$ cat config.mk
export PLATFORM = sky130hd
export DESIGN_NAME = avmm_burst_master_flat
export DESIGN_NICKNAME = d
export VERILOG_FILES = /design/src/rtl/avmm_if.sv /design/src/rtl/avmm_burst_master.sv /design/src/flat_wrapper.sv
export SDC_FILE = /design/constraint.sdc
export NUM_CORES = 1
export LEC_CHECK = 0
export CAP_MARGIN = 20
export CORE_ASPECT_RATIO = 0.8
export CORE_MARGIN = 10
export CORE_UTILIZATION = 28
export CTS_CLUSTER_DIAMETER = 30
export DETAILED_ROUTE_END_ITERATION = 6
export GPL_TIMING_DRIVEN = 0
export PLACE_DENSITY = 0.77
export SLEW_MARGIN = 40
export SYNTH_ARGS = -nofsm -noshare
export SYNTH_HDL_FRONTEND = slang
export SYNTH_SLANG_ARGS = --single-unit
$ cat constraint.sdc
create_clock -name clock -period 5.25 [get_ports clock]
set_input_delay 0.525 -clock clock [delete_from_list [all_inputs] [get_ports clock]]
set_output_delay 0.525 -clock clock [all_outputs]
set_load 0.03 [all_outputs]
$ cat src/rtl/avmm_if.sv
// avmm_if: Avalon-MM bus bundle between a burst master and a slave.
// The master drives the request side; the slave drives wait/read-return.
interface avmm_if #(
  parameter int AW = 16,
  parameter int DW = 64,
  parameter int LW = 3
);
  logic [AW-1:0]   address;
  logic [LW-1:0]   burstcount;
  logic            read;
  logic            write;
  logic [DW-1:0]   writedata;
  logic [DW/8-1:0] byteenable;
  logic [DW-1:0]   readdata;
  logic            readdatavalid;
  logic            waitrequest;

  modport master (
    output address, burstcount, read, write, writedata, byteenable,
    input  readdata, readdatavalid, waitrequest
  );

  modport slave (
    input  address, burstcount, read, write, writedata, byteenable,
    output readdata, readdatavalid, waitrequest
  );
endinterface

$ cat src/rtl/avmm_burst_master.sv
// avmm_burst_master: turns single client commands into complete Avalon-MM
// read or write bursts. Address and burstcount are latched at command accept
// and held for the whole burst; every beat honours waitrequest.
// Optional feature: define AVMM_MASTER_TIMEOUT_EN to build a watchdog that
// aborts a stalled burst after TIMEOUT cycles (TIMEOUT >= 2) with error=1.
module avmm_burst_master #(
  parameter int  AW        = 16,
  parameter int  DW        = 64,
  parameter int  MAX_BURST = 4,
  parameter int  TIMEOUT   = 256,
  localparam int LW        = $clog2(MAX_BURST) + 1
) (
  input  logic            clock,
  input  logic            reset,
  input  logic            cmd_valid,
  output logic            cmd_ready,
  input  logic            cmd_write,
  input  logic [AW-1:0]   cmd_addr,
  input  logic [LW-1:0]   cmd_len,
  input  logic            wr_valid,
  output logic            wr_ready,
  input  logic [DW-1:0]   wr_data,
  input  logic [DW/8-1:0] wr_be,
  output logic            rd_valid,
  output logic [DW-1:0]   rd_data,
  output logic            done,
  output logic            error,
  avmm_if.master          bus
);

  typedef enum logic [2:0] {IDLE, WR, RD_REQ, RD_DATA, FIN} state_t;

  // Clears the byte-offset bits so bursts always start on a word boundary.
  localparam logic [AW-1:0] ADDR_MASK = ~AW'(DW / 8 - 1);
  localparam logic [LW-1:0] MAX_LEN   = LW'(MAX_BURST);

  state_t        state_q, state_d;
  logic [AW-1:0] addr_q, addr_d;
  logic [LW-1:0] len_q, len_d;
  logic [LW-1:0] cnt_q, cnt_d;
  logic          beat_last;
  logic          timeout_hit;

  function automatic logic [LW-1:0] clamp_len(input logic [LW-1:0] l);
    if (l == '0) return LW'(1);
    if (l > MAX_LEN) return MAX_LEN;
    return l;
  endfunction

  assign beat_last      = (cnt_q == len_q - LW'(1));
  assign cmd_ready      = (state_q == IDLE);
  assign done           = (state_q == FIN);
  assign bus.address    = addr_q;
  assign bus.burstcount = len_q;
  assign bus.writedata  = wr_data;
  assign bus.byteenable = wr_be;

  // Next-state and bus-request decode.
  always_comb begin
    // NOTE: every output of this block gets a default first so no path can
    // leave one unassigned and infer a latch.
    state_d   = state_q;
    addr_d    = addr_q;
    len_d     = len_q;
    cnt_d     = cnt_q;
    wr_ready  = 1'b0;
    bus.read  = 1'b0;
    bus.write = 1'b0;
    case (state_q)
      IDLE: begin
        if (cmd_valid) begin
          addr_d  = cmd_addr & ADDR_MASK;
          len_d   = clamp_len(cmd_len);
          cnt_d   = '0;
          state_d = cmd_write ? WR : RD_REQ;
        end
      end
      WR: begin
        // The client may pause mid-burst; address/burstcount stay held.
        bus.write = wr_valid;
        if (wr_valid && !bus.waitrequest) begin
          wr_ready = 1'b1;
          cnt_d    = cnt_q + 1'b1;
          if (beat_last) state_d = FIN;
        end
      end
      RD_REQ: begin
        bus.read = 1'b1;
        if (!bus.waitrequest) state_d = RD_DATA;
      end
      RD_DATA: begin
        if (bus.readdatavalid) begin
          cnt_d = cnt_q + 1'b1;
          if (beat_last) state_d = FIN;
        end
      end
      FIN:     state_d = IDLE;
      default: state_d = IDLE;
    endcase
    if (timeout_hit) state_d = FIN;
  end

  // State, latched command and read-valid registers.
  always_ff @(posedge clock) begin
    // NOTE: state uses non-blocking assignments so every register samples
    // the pre-edge values regardless of statement order.
    if (reset) begin
      state_q  <= IDLE;
      addr_q   <= '0;
      len_q    <= '0;
      cnt_q    <= '0;
      rd_valid <= 1'b0;
    end else begin
      state_q  <= state_d;
      addr_q   <= addr_d;
      len_q    <= len_d;
      cnt_q    <= cnt_d;
      rd_valid <= (state_q == RD_DATA) && bus.readdatavalid;
    end
  end

  // Read-data capture, qualified by the same beat that raises rd_valid.
  always_ff @(posedge clock) begin
    // NOTE: pure datapath register; rd_valid qualifies it, so no reset.
    if (state_q == RD_DATA && bus.readdatavalid) rd_data <= bus.readdata;
  end

`ifdef AVMM_MASTER_TIMEOUT_EN
  localparam int WDW = $clog2(TIMEOUT + 1);

  logic [WDW-1:0] wd_q;
  logic           err_q;
  logic           busy;
  logic           progress;

  assign busy     = (state_q == WR) || (state_q == RD_REQ) || (state_q == RD_DATA);
  assign progress = ((state_q == WR) && wr_valid && !bus.waitrequest) ||
                    ((state_q == RD_REQ) && !bus.waitrequest) ||
                    ((state_q == RD_DATA) && bus.readdatavalid);
  // wd_q holds the number of cycles since the last progress cycle, so the
  // abort lands in FIN exactly TIMEOUT cycles after that progress cycle.
  assign timeout_hit = busy && !progress && (wd_q == WDW'(TIMEOUT - 1));
  assign error       = (state_q == FIN) && err_q;

  // Watchdog counter and abort flag.
  always_ff @(posedge clock) begin
    if (reset) begin
      wd_q  <= '0;
      err_q <= 1'b0;
    end else begin
      if (!busy || progress) wd_q <= WDW'(1);
      else                   wd_q <= wd_q + 1'b1;
      if (timeout_hit)          err_q <= 1'b1;
      else if (state_q == FIN)  err_q <= 1'b0;
    end
  end
`else
  localparam bit unused_timeout = (TIMEOUT > 0);
  assign timeout_hit = 1'b0;
  assign error       = 1'b0;
`endif

endmodule

$ cat src/flat_wrapper.sv
// flat-port wrapper written by rule: the top's interface ports become plain ports
module avmm_burst_master_flat 
#(
  parameter int  AW        = 16,
  parameter int  DW        = 64,
  parameter int  MAX_BURST = 4,
  parameter int  TIMEOUT   = 256,
  localparam int LW        = $clog2(MAX_BURST) + 1
)
  (clock, reset, cmd_valid, cmd_ready, cmd_write, cmd_addr, cmd_len, wr_valid, wr_ready, wr_data, wr_be, rd_valid, rd_data, done, error, bus_address, bus_burstcount, bus_read, bus_write, bus_writedata, bus_byteenable, bus_readdata, bus_readdatavalid, bus_waitrequest);
  avmm_if #(.AW(AW), .DW(DW)) bus_i ();
  input  logic clock;
  input  logic reset;
  input  logic cmd_valid;
  output logic cmd_ready;
  input  logic cmd_write;
  input  logic [AW-1:0] cmd_addr;
  input  logic [LW-1:0] cmd_len;
  input  logic wr_valid;
  output logic wr_ready;
  input  logic [DW-1:0] wr_data;
  input  logic [DW/8-1:0] wr_be;
  output logic rd_valid;
  output logic [DW-1:0] rd_data;
  output logic done;
  output logic error;
  output wire logic [$bits(bus_i.address)-1:0] bus_address;
  output wire logic [$bits(bus_i.burstcount)-1:0] bus_burstcount;
  output wire logic [$bits(bus_i.read)-1:0] bus_read;
  output wire logic [$bits(bus_i.write)-1:0] bus_write;
  output wire logic [$bits(bus_i.writedata)-1:0] bus_writedata;
  output wire logic [$bits(bus_i.byteenable)-1:0] bus_byteenable;
  input wire logic [$bits(bus_i.readdata)-1:0] bus_readdata;
  input wire logic [$bits(bus_i.readdatavalid)-1:0] bus_readdatavalid;
  input wire logic [$bits(bus_i.waitrequest)-1:0] bus_waitrequest;
  assign bus_address = bus_i.address;
  assign bus_burstcount = bus_i.burstcount;
  assign bus_read = bus_i.read;
  assign bus_write = bus_i.write;
  assign bus_writedata = bus_i.writedata;
  assign bus_byteenable = bus_i.byteenable;
  assign bus_i.readdata = bus_readdata;
  assign bus_i.readdatavalid = bus_readdatavalid;
  assign bus_i.waitrequest = bus_waitrequest;
  avmm_burst_master #(.AW(AW), .DW(DW), .MAX_BURST(MAX_BURST), .TIMEOUT(TIMEOUT)) u_core (.clock(clock), .reset(reset), .cmd_valid(cmd_valid), .cmd_ready(cmd_ready), .cmd_write(cmd_write), .cmd_addr(cmd_addr), .cmd_len(cmd_len), .wr_valid(wr_valid), .wr_ready(wr_ready), .wr_data(wr_data), .wr_be(wr_be), .rd_valid(rd_valid), .rd_data(rd_data), .done(done), .error(error), .bus(bus_i));
endmodule
# Word level (Yosys, flattened, before mapping)
# Index checks and enable logic that the tools add are counted.
# W data, S select, Z words.
[word_totals] elab_cells=53 register_bits=87 inputBits=162 output_inout_bits=162 mem_bits_rw=0 memories=0 latchBits=0 romBits=0
[classes] order_cmp=1 n_reduce_logical=9 mux=26 n_eq_ne=9 shifts=0 addsub=2 bitwise=0 n_mul=0 div=0
[ops] cell="$mux W3" n=12
[ops] cell="$pmux W3 S4" n=1
[ops] cell="$mux W1" n=11
[ops] cell="$pmux W3 S3" n=1
[ops] cell="$reduce_and A4 Y1" n=2
[ops] cell="$eq A3 B2 Y1 const B" n=2
[ops] cell="$logic_not A3 Y1" n=2
[ops] cell="$ne A2 B2 Y1 const B" n=3
[ops] cell="$add A3 B1 Y3 const B" n=1
[ops] cell="$eq A3 B1 Y1 const B" n=1
[ops] cell="$eq A3 B3 Y1" n=1
[ops] cell="$eq A3 B3 Y1 const B" n=1
[ops] cell="$gt A3 B3 Y1 const B" n=1
[ops] cell="$reduce_bool A3 Y1" n=1
[ops] cell="$sub A3 B1 Y3 const B" n=1
[ops] cell="$logic_and A1 B1 Y1" n=2
[ops] cell="$mux W2" n=1
[ops] cell="$ne A2 B1 Y1 const B" n=1
[ops] cell="$reduce_and A2 Y1" n=1
[ops] cell="$logic_not A1 Y1" n=1

# Longest topological paths before layout
# Gate-level depths: netlist of the first run.
[logic_depth] ltp_word=9 mapped_depth=7 ltp_nobuf=6

# Least setup slack after synthesis of the first run
# No wires, ideal clock.
[synth_timing] path_type="input port to flip-flop" from="input bus_readdatavalid" to="register u_core.rd_data[0], enable pin" n_path_buf=0 required_ps=4685 slack_ps=-274 setup_time_ps=565 path_stages=2 t_arrival_ps=4959 cell_sequence="inv_1 -> nor3_1"
[synth_between] elab_chain_cells=1
[synth_lines] item="from (decl)" line_no="flat_wrapper.sv:34" text="input wire logic [$bits(bus_i.readdatavalid)-1:0] bus_readdatavalid;"
[synth_lines] item="$logic_and A1 B1 Y1" line_no="avmm_burst_master.sv:125" text="if (state_q == RD_DATA && bus.readdatavalid) rd_data <= bus.readdata;"
[synth_lines] item="to (signal assigned)" line_no="avmm_burst_master.sv:125"
[synth_lines] item="to (decl)" line_no="avmm_burst_master.sv:25" text="output logic [DW-1:0] rd_data,"
# Every way passes these cells.
# A chain may end at the register's enable or synchronous reset.

# Worst setup path after layout of the first run
[layout_timing] from="register u_core.state_q[2]" to="output wr_ready"
[layout_between] elab_chain_cells=2
[layout_lines] item="from (decl)" line_no="avmm_burst_master.sv:37" text="state_t state_q, state_d;"
[layout_lines] item="from (signal assigned)" line_no="avmm_burst_master.sv:114" text="state_q <= state_d;"
[layout_lines] item="$eq A3 B1 Y1" line_no="avmm_burst_master.sv:69" text="case (state_q)"
[layout_lines] item="$mux W1" line_no="avmm_burst_master.sv:69"
[layout_lines] item="to (decl)" line_no="flat_wrapper.sv:20" text="output logic wr_ready;"
# Every way passes these cells.

==> reports/results.md, run 1 <==
| Result | Reported | Unit |
| --- | --- | --- |
| Width of the die | 146.7 | µm |
| R2R Path End | u_core.rd_data[55]$_DFFE_PP_ | - |
| Gates resized, CTS repair | 0 | - |
| Share of synthesized area occupied by flip-flops and latches | 0.6625 | - |
| Post-detail-place hpwl | 12370 | µm |
| Top fanout value on the critical path | 9 | - |
| Largest net degree at the start of global routing | 16 | - |
| Layout overhead on the synthesized area | 84.76 | % |
| Number of cell instances on the worst register-to-register path | 9 | - |
| Total congestion overflow | 0 | - |
| Number of vias in the routed layout | 3018 | - |
| Die extent in y | 121.4 | µm |
| Average via count per standard cell | 4.239 | - |
| Area of the core | 0.01239 | mm² |
| Slew of the pin with the lowest slew margin | 0.5356 | ns |
| Initial antenna violation count | 0 | - |
| Via count of the first global-routing pass | 3280 | - |
| Worst hold margin | 0.4536 | ns |
| Library cell occupying the most area in the post-synthesis netlist | sky130_fd_sc_hd__edfxtp_1 | - |
| Setup total negative slack | 0 | ns |
| Mean post-synth cell area | 13.12 | µm² |
| Starting utilization of the core area | 0.2903 | - |
| Ratio of cells with drive above 1 in the final layout | 0.1996 | - |
| Tot GR Track Use | 0.1544 | - |
| Synth Instances | 274 | - |
| Total power per unit cell area | 341.7 | mW/mm² |
| Hold Vio Cnt, Final | 0 | - |
| Top Ports | 324 | - |
| Seq pwr share | 0.370 | - |
| # hold bufs at CTS | 0 | - |
| Cell Rows | 36 | - |
| Portion of total power attributed to combinational logic | 0.332 | - |
| Type of element capturing the critical path | primary output | - |
| Antenna cell count | 0 | - |
| Worst path arrival time | 2.14 | ns |
| Cell at the root of the clock tree | sky130_fd_sc_hd__clkbuf_16 | - |
| Most used flip-flop cell after synthesis | sky130_fd_sc_hd__edfxtp_1 | - |
| Clock transition at the register clock pins on the worst setup and hold paths after CTS | 0.06 | ns |
| Proportion of power drawn by the clock network | 0.298 | - |
| Most frequent cells after synthesis | sky130_fd_sc_hd__buf_4, sky130_fd_sc_hd__edfxtp_1, sky130_fd_sc_hd__nand2_1 | - |
| Launching instance or port of the critical path | u_core.state_q[2]$_SDFFE_PP0P_ | - |
| Setup violations, final | 0 | - |
| Type of the worst min-delay path | reg2reg | - |
| Register Area | 0.002382 | mm² |
| Routed length per placed instance | 20.48 | µm |
| Worst VDD drop | 0.0001699 | V |
| Hold EP | u_core.bus.address[4]$_SDFFE_PP0P_ | - |
| Number of port buffers | 244 | - |
| Biggest area contributors in the synthesized netlist | sky130_fd_sc_hd__edfxtp_1, sky130_fd_sc_hd__buf_4, sky130_fd_sc_hd__dfxtp_1 | - |
| Internal Pwr Total | 0.001566 | W |
| Drt first-iter violations | 144 | - |
| Synthesis warning total | 0 | - |
| Startpoint types | flop | - |
| Setup Fix Bufs, Post-CTS | 0 | - |
| Number of DRC violations after detailed routing | 0 | - |
| Net count, final | 701 | - |
| Filler cell count | 1009 | - |
| Number of library cell types mapped by synthesis | 39 | - |
| Total clock sinks | 87 | - |
| Post-synth EDFFs | 64 | - |
| Antenna-violating nets left | 0 | - |
| Count of pins over their slew limit | 0 | - |
| Synth async-reset ratio | 0 | - |
| Total of max-cap violations | 0 | - |
| Total Die Area | 0.01780 | mm² |
| Skew-Pair Late Insertion Delay | 0.33 | ns |
| Switch Pwr | 0.0007046 | W |
| Worst r2r src | u_core.state_q[2]$_SDFFE_PP0P_ | - |
| Seq cells post-synth | 87 | - |
| Worst reg-to-reg setup slack | 2.81 | ns |
| HP Start | u_core.bus.address[4]$_SDFFE_PP0P_ | - |
| Cts bufs inserted | 9 | - |
| Worst slew margin relative to its limit | 0.6430 | - |
| Final Critical Period | 2.663 | ns |
| Hold-critical path depth | 2 | - |
| Leakage | 2.507 | nW |
| Worst clock skew on the final layout | 0.004762 | ns |
| Most frequent cell after synthesis | sky130_fd_sc_hd__buf_4 | - |
| Critical path start-end classification | reg2out | - |
| Multi-input gate area | 575.6 | µm² |
| Ratio of final minimum period to clock period | 0.5072 | - |
| Share of the synthesized area in the top cell type | 0.5344 | - |
| Detailed-route wire length | 14580 | µm |
| Final weighted congestion in routability-driven placement | 0.7902 | - |
| Wire length of the first global-routing pass | 20880 | µm |
| Clock tree from TritonCTS | built | - |
| Number of iterations in the first detailed-routing pass | 4 | - |
| Buffer depth of the longest clock path | 2 | - |
| Total standard cell area after synthesis | 0.003596 | mm² |
| Crit path required time | 4.72 | ns |
| Switching Fraction | 0.3103 | - |
| RSZ-0062 raised after global routing | false | - |
| Total number of H-tree levels | 3 | - |
| Max Freq | 375.5 | MHz |
| Outcome | complete, no violations | - |
-- final cells by class --
| class | count | share of cell area |
|---|---|---|
| timing repair buffer | 249 | 0.3755 |
| sequential | 87 | 0.3586 |
| buffer | 85 | 0.09492 |
| multi-input combinational | 97 | 0.08663 |
| clock buffer | 9 | 0.03390 |
| tap | 171 | 0.03220 |
| clock inverter | 6 | 0.01375 |
| inverter | 8 | 0.004520 |
-- logic make-up after synthesis --
logic type,after synthesis,share of synthesized area
buffers and inverters,93,0.1837
flip-flops,87,0.6625
AND/OR/NAND/NOR,56,0.07864
AO/OA/AOI/OAI,32,0.05567
XOR/XNOR,3,0.01148
adder cells (fa/ha/maj),2,0.006958
other,1,0.001043
-- power by group through the flow --
stage,Clock [W],Combinational [W],Sequential [W]
after floorplan,0,0.000328,0.000961
after CTS,0.000708,0.000763,0.000840
final,0.000677,0.000754,0.000840
after global placement,0,0.000737,0.000855
after global routing,0.000725,0.000803,0.000847
after detailed placement,0,0.000760,0.000855
-- sequential cells by signal (all words and copies together) (netlist names) --
name / cells
u_core.bus.address: 13
u_core.bus.burstcount: 3
u_core.cnt_q: 3
u_core.rd_data: 64
u_core.rd_valid: 1
u_core.state_q: 3
-- worst max path at each step --
stage / slack, ns / to / cells after the start
6_report: 2.59 / wr_ready / 5
2_1_floorplan: 1.69 / u_core.rd_data[0]$_DFFE_PP_ / 2
5_1_grt: 2.48 / wr_ready / 5
3_5_place_dp: 2.38 / u_core.rd_data[37]$_DFFE_PP_ / 8
4_1_cts: 2.59 / wr_ready / 5
3_3_place_gp: 0.30 / u_core.rd_data[37]$_DFFE_PP_ / 3
-- stage by stage --
| stage | setup WS (ns) | util | std cells | instance area, µm² | power (W) |
|---|---|---|---|---|---|
| CTS | 2.588 | 0.5364 | 712 | 6644 | 0.002311 |
| floorplan | 1.691 | - | 277 | 3612 | 0.001289 |
| global placement | 0.2989 | 0.5061 | 692 | 6269 | 0.001592 |
| finish | 2.587 | 0.5364 | 712 | 6644 | 0.002270 |
| global route | 2.480 | 0.5364 | 712 | 6644 | 0.002376 |
| detailed placement | 2.376 | 0.5108 | 697 | 6327 | 0.001615 |
-- placed cells by master (no fill, tap or decap), drive strengths merged, types with 4 or more instances in the layout --
master / count
buf: 87
conb: 4
clkbuf: 12
clkdlybuf4s50: 244
nor2b: 5
a21oi: 19
nand2: 31
nor3: 6
dfxtp: 23
inv: 10
edfxtp: 64
-- worst max-delay path: stages, from the launching register on --
cell,delay (ns)
sky130_fd_sc_hd__dfxtp_1,0.30
sky130_fd_sc_hd__buf_4,0.15
sky130_fd_sc_hd__nor2b_1,0.33
sky130_fd_sc_hd__and3_1,0.23
sky130_fd_sc_hd__nor2b_1,0.12
sky130_fd_sc_hd__clkdlybuf4s50_1,0.68
-- routing by layer --
metal  GRT usage  vias up  routed length, µm
met5           0        -                  0
met4     0.03870        0                102
met3     0.07603        4               1698
met1      0.1607     1410               5353
li1            -     1398                  -
met2      0.2740      206               7426
Power figures use the tool's default switching activity.
==> run 2: changes to the inputs <==
- CORE_UTILIZATION: 28 -> 30
- PLACE_DENSITY: 0.77 -> 0.78
- clock period: 5.25 -> 2.8 ns (I/O delays scaled with it)
==> reports/results.md, run 2 (synthesis gave the netlist of run 1 again) <==
| Result | Reported | Unit | Delta |
| --- | --- | --- | --- |
| Leading cell types in the layout, fill and taps excluded | sky130_fd_sc_hd__clkdlybuf4s50_1, sky130_fd_sc_hd__buf_4, sky130_fd_sc_hd__edfxtp_1, sky130_fd_sc_hd__nand2_1, sky130_fd_sc_hd__dfxtp_1 | - |  |
| Crit path required time | 2.52 | ns | -2.20 ns |
| Drt first-iter violations | 131 | - | -9.0% |
| Clock tree from TritonCTS | built | - |  |
| Worst slew margin relative to its limit | 0.6480 | - | +0.005046 |
| Worst path arrival time | 2.15 | ns | about the same |
| Number of DRC violations after detailed routing | 0 | - | unchanged |
| Most Frequent Cell on Critical Path | sky130_fd_sc_hd__nor2b_1 | - |  |
| Routed length per placed instance | 20.40 | µm | -0.36% |
| Largest Register | u_core.rd_data | - |  |
| Initial antenna violation count | 0 | - | unchanged |
| Number of flip-flops in the largest register | 64 | - | unchanged |
| Layout overhead on the synthesized area | 83.92 | % |  |
| Max Freq | 411.4 | MHz |  |
| R2R Path End | u_core.rd_data[60]$_DFFE_PP_ | - |  |
| # hold bufs at CTS | 0 | - | unchanged |
| Worst clock skew on the final layout | 0.007508 | ns | +0.002746 ns |
| Number of cell instances on the worst register-to-register path | 7 | - | -2 |
| Layout Cells excl Fill | 690 | - | -3.1% |
| Crit path to | wr_ready | - |  |
| Post-detail-place hpwl | 12150 | µm | -1.8% |
| RSZ-0062 raised after global routing | false | - |  |
| Ratio of final minimum period to clock period | 0.8681 | - |  |
| Type of element capturing the critical path | primary output | - |  |
| Most frequent standard cell in the layout excluding fill and tap cells | sky130_fd_sc_hd__clkdlybuf4s50_1 | - |  |
| DP Worst Slack | 0.4993 | ns | -1.876 ns |
| Tot GR Track Use | 0.1583 | - | +0.003851 |
| Slew of the pin with the lowest slew margin | 0.5263 | ns | -0.009277 ns |
| Gates resized, CTS repair | 0 | - | unchanged |
| Cell count after placement | 674 | - | -3.3% |
| Number of port buffers | 244 | - | unchanged |
| Die extent in y | 117.9 | µm | -2.8% |
| Top Ports | 324 | - | unchanged |
| Total number of H-tree levels | 3 | - | unchanged |
| Area of the core | 0.01160 | mm² | -6.3% |
| Worst setup slack after layout | 0.3692 | ns | -2.218 ns |
| Largest net degree at the start of global routing | 18 | - | +2 |
| Type of the worst min-delay path | reg2reg | - |  |
| Cts bufs inserted | 9 | - | unchanged |
| Cell at the root of the clock tree | sky130_fd_sc_hd__clkbuf_16 | - |  |
| Final Critical Period | 2.431 | ns |  |
| Placement Cell Area | 0.006299 | mm² | -0.45% |
| Register Area | 0.002382 | mm² | unchanged |
| Width of the die | 142.4 | µm | -2.9% |
| Number of iterations in the first detailed-routing pass | 5 | - | +1 |
| Final weighted congestion in routability-driven placement | 0.8335 | - | +5.5% |
| Total of max-cap violations | 0 | - | unchanged |
| Total power per unit cell area | 638.7 | mW/mm² | +87% |
| Startpoint types | flop | - |  |
| Buffer depth of the longest clock path | 2 | - | unchanged |
| Skew-Pair Late Insertion Delay | 0.33 | ns | about the same |
| Leakage | 2.498 | nW | -0.36% |
| Detailed-route wire length | 14080 | µm | -3.4% |
| Antenna cell count | 0 | - | unchanged |
| Hold Vio Cnt, Final | 0 | - | unchanged |
| Net count, final | 701 | - | unchanged |
| Starting utilization of the core area | 0.3099 | - | +0.01956 |
| Clock transition at the register clock pins on the worst setup and hold paths after CTS | 0.06 | ns | about the same |
| Cell Rows | 35 | - | -2.8% |
| Final Instance Area | 0.006614 | mm² | -0.45% |
| Wire length of the first global-routing pass | 20330 | µm | -2.6% |
| Ratio of cells with drive above 1 in the final layout | 0.2011 | - | +0.001477 |
| Final core utilization | 0.5699 | - | +0.03356 |
| Worst VDD drop | 0.0003078 | V | +81% |
| Critical path start-end classification | reg2out | - |  |
| Outcome | complete, no violations | - |  |
| Setup total negative slack | 0 | ns | unchanged |
| Antenna-violating nets left | 0 | - | unchanged |
| Number of vias in the routed layout | 2988 | - | -0.99% |
| Total clock sinks | 87 | - | unchanged |
| Multi-input gate area | 575.6 | µm² | unchanged |
| Via count of the first global-routing pass | 3327 | - | +1.4% |
| Worst reg-to-reg setup slack | 0.72 | ns | -2.09 ns |
| Filler cell count | 907 | - | -10% |
| Total Die Area | 0.01679 | mm² | -5.7% |
| CP max stage cell | sky130_fd_sc_hd__clkdlybuf4s50_1 | - |  |
| Count of pins over their slew limit | 0 | - | unchanged |
| Total congestion overflow | 0 | - | unchanged |
| Average via count per standard cell | 4.330 | - | +2.2% |
| Top fanout value on the critical path | 9 | - | unchanged |
| Setup Fix Bufs, Post-CTS | 0 | - | unchanged |
| Cell Chain, Critical Path | buf_4 -> nor2b_1 -> and3_1 -> nor2b_1 -> clkdlybuf4s50_1 | - |  |
| Worst r2r src | u_core.state_q[2]$_SDFFE_PP0P_ | - |  |
| Launching instance or port of the critical path | u_core.state_q[2]$_SDFFE_PP0P_ | - |  |
| Largest stage delay on the critical path | 0.68 | ns | about the same |
| Setup violations, final | 0 | - | unchanged |
==> run 2: cell types whose count changed in the layout (fill, tap and decap cells not counted), sizes merged <==
| cell | delta |
|---|---|
| clkinv | -1 |
| inv | +1 |
| clkinvlp | +2 |
| bufinv | -1 |
==> run 2: layer usage <==
| metal | global-route usage | part of all wire | vias to the layer above |
|---|---|---|---|
| li1 | - | - | 1394 |
| met1 | 0.1358 | 0.31 | 1386 |
| met2 | 0.2967 | 0.53 | 195 |
| met3 | 0.09718 | 0.15 | 13 |
| met4 | 0.03977 | 0.013 | 0 |
| met5 | 0 | 0 | - |
==> run 2: cell type report <==
type                    instances  area share
inverters                       8    0.004540
clock buffers                   9     0.03405
well taps                     148     0.02800
multi-input cells              97     0.08702
flip-flops and latches         87      0.3602
clock inverters                 7     0.01362
repair buffers                249      0.3772
plain buffers                  85     0.09535
==> run 2: critical path, delay by kind of cell, from the launching register on <==
kind | cells | cell delay (ns)
simple gates | 3 | 0.68
flops | 1 | 0.30
buf+inv | 2 | 0.83
==> run 2: how the worst min path moves through the flow <==
| stage | start | end | slack, ns | depth (start not counted) |
|---|---|---|---|---|
| 3_3_place_gp | u_core.bus.address[12]$_SDFFE_PP0P_ | u_core.bus.address[12]$_SDFFE_PP0P_ | 0.44 | 2 |
| 6_report | u_core.bus.address[8]$_SDFFE_PP0P_ | u_core.bus.address[8]$_SDFFE_PP0P_ | 0.45 | 2 |
| 3_5_place_dp | u_core.bus.address[12]$_SDFFE_PP0P_ | u_core.bus.address[12]$_SDFFE_PP0P_ | 0.45 | 2 |
| 2_1_floorplan | reset | u_core.cnt_q[2]$_SDFFE_PP0P_ | 0.35 | 1 |
| 5_1_grt | bus_readdata[19] | u_core.rd_data[19]$_DFFE_PP_ | 0.48 | 1 |
| 4_1_cts | u_core.bus.address[12]$_SDFFE_PP0P_ | u_core.bus.address[12]$_SDFFE_PP0P_ | 0.46 | 2 |
==> run 2: through the flow <==
step           total power [W]  hold WS [ns]
6_report              0.004224        0.4546
5_1_grt               0.004423        0.4758
4_1_cts               0.004280        0.4576
3_5_place_dp          0.003028        0.4484
3_3_place_gp          0.002985        0.4432
2_1_floorplan         0.002419        0.3530
==> run 2: power by group <==
part,switching (W),internal (W)
Sequential,0.0000558,0.00152
Clock,0.000523,0.000711
Combinational,0.000782,0.000636
Total,0.00136,0.00286
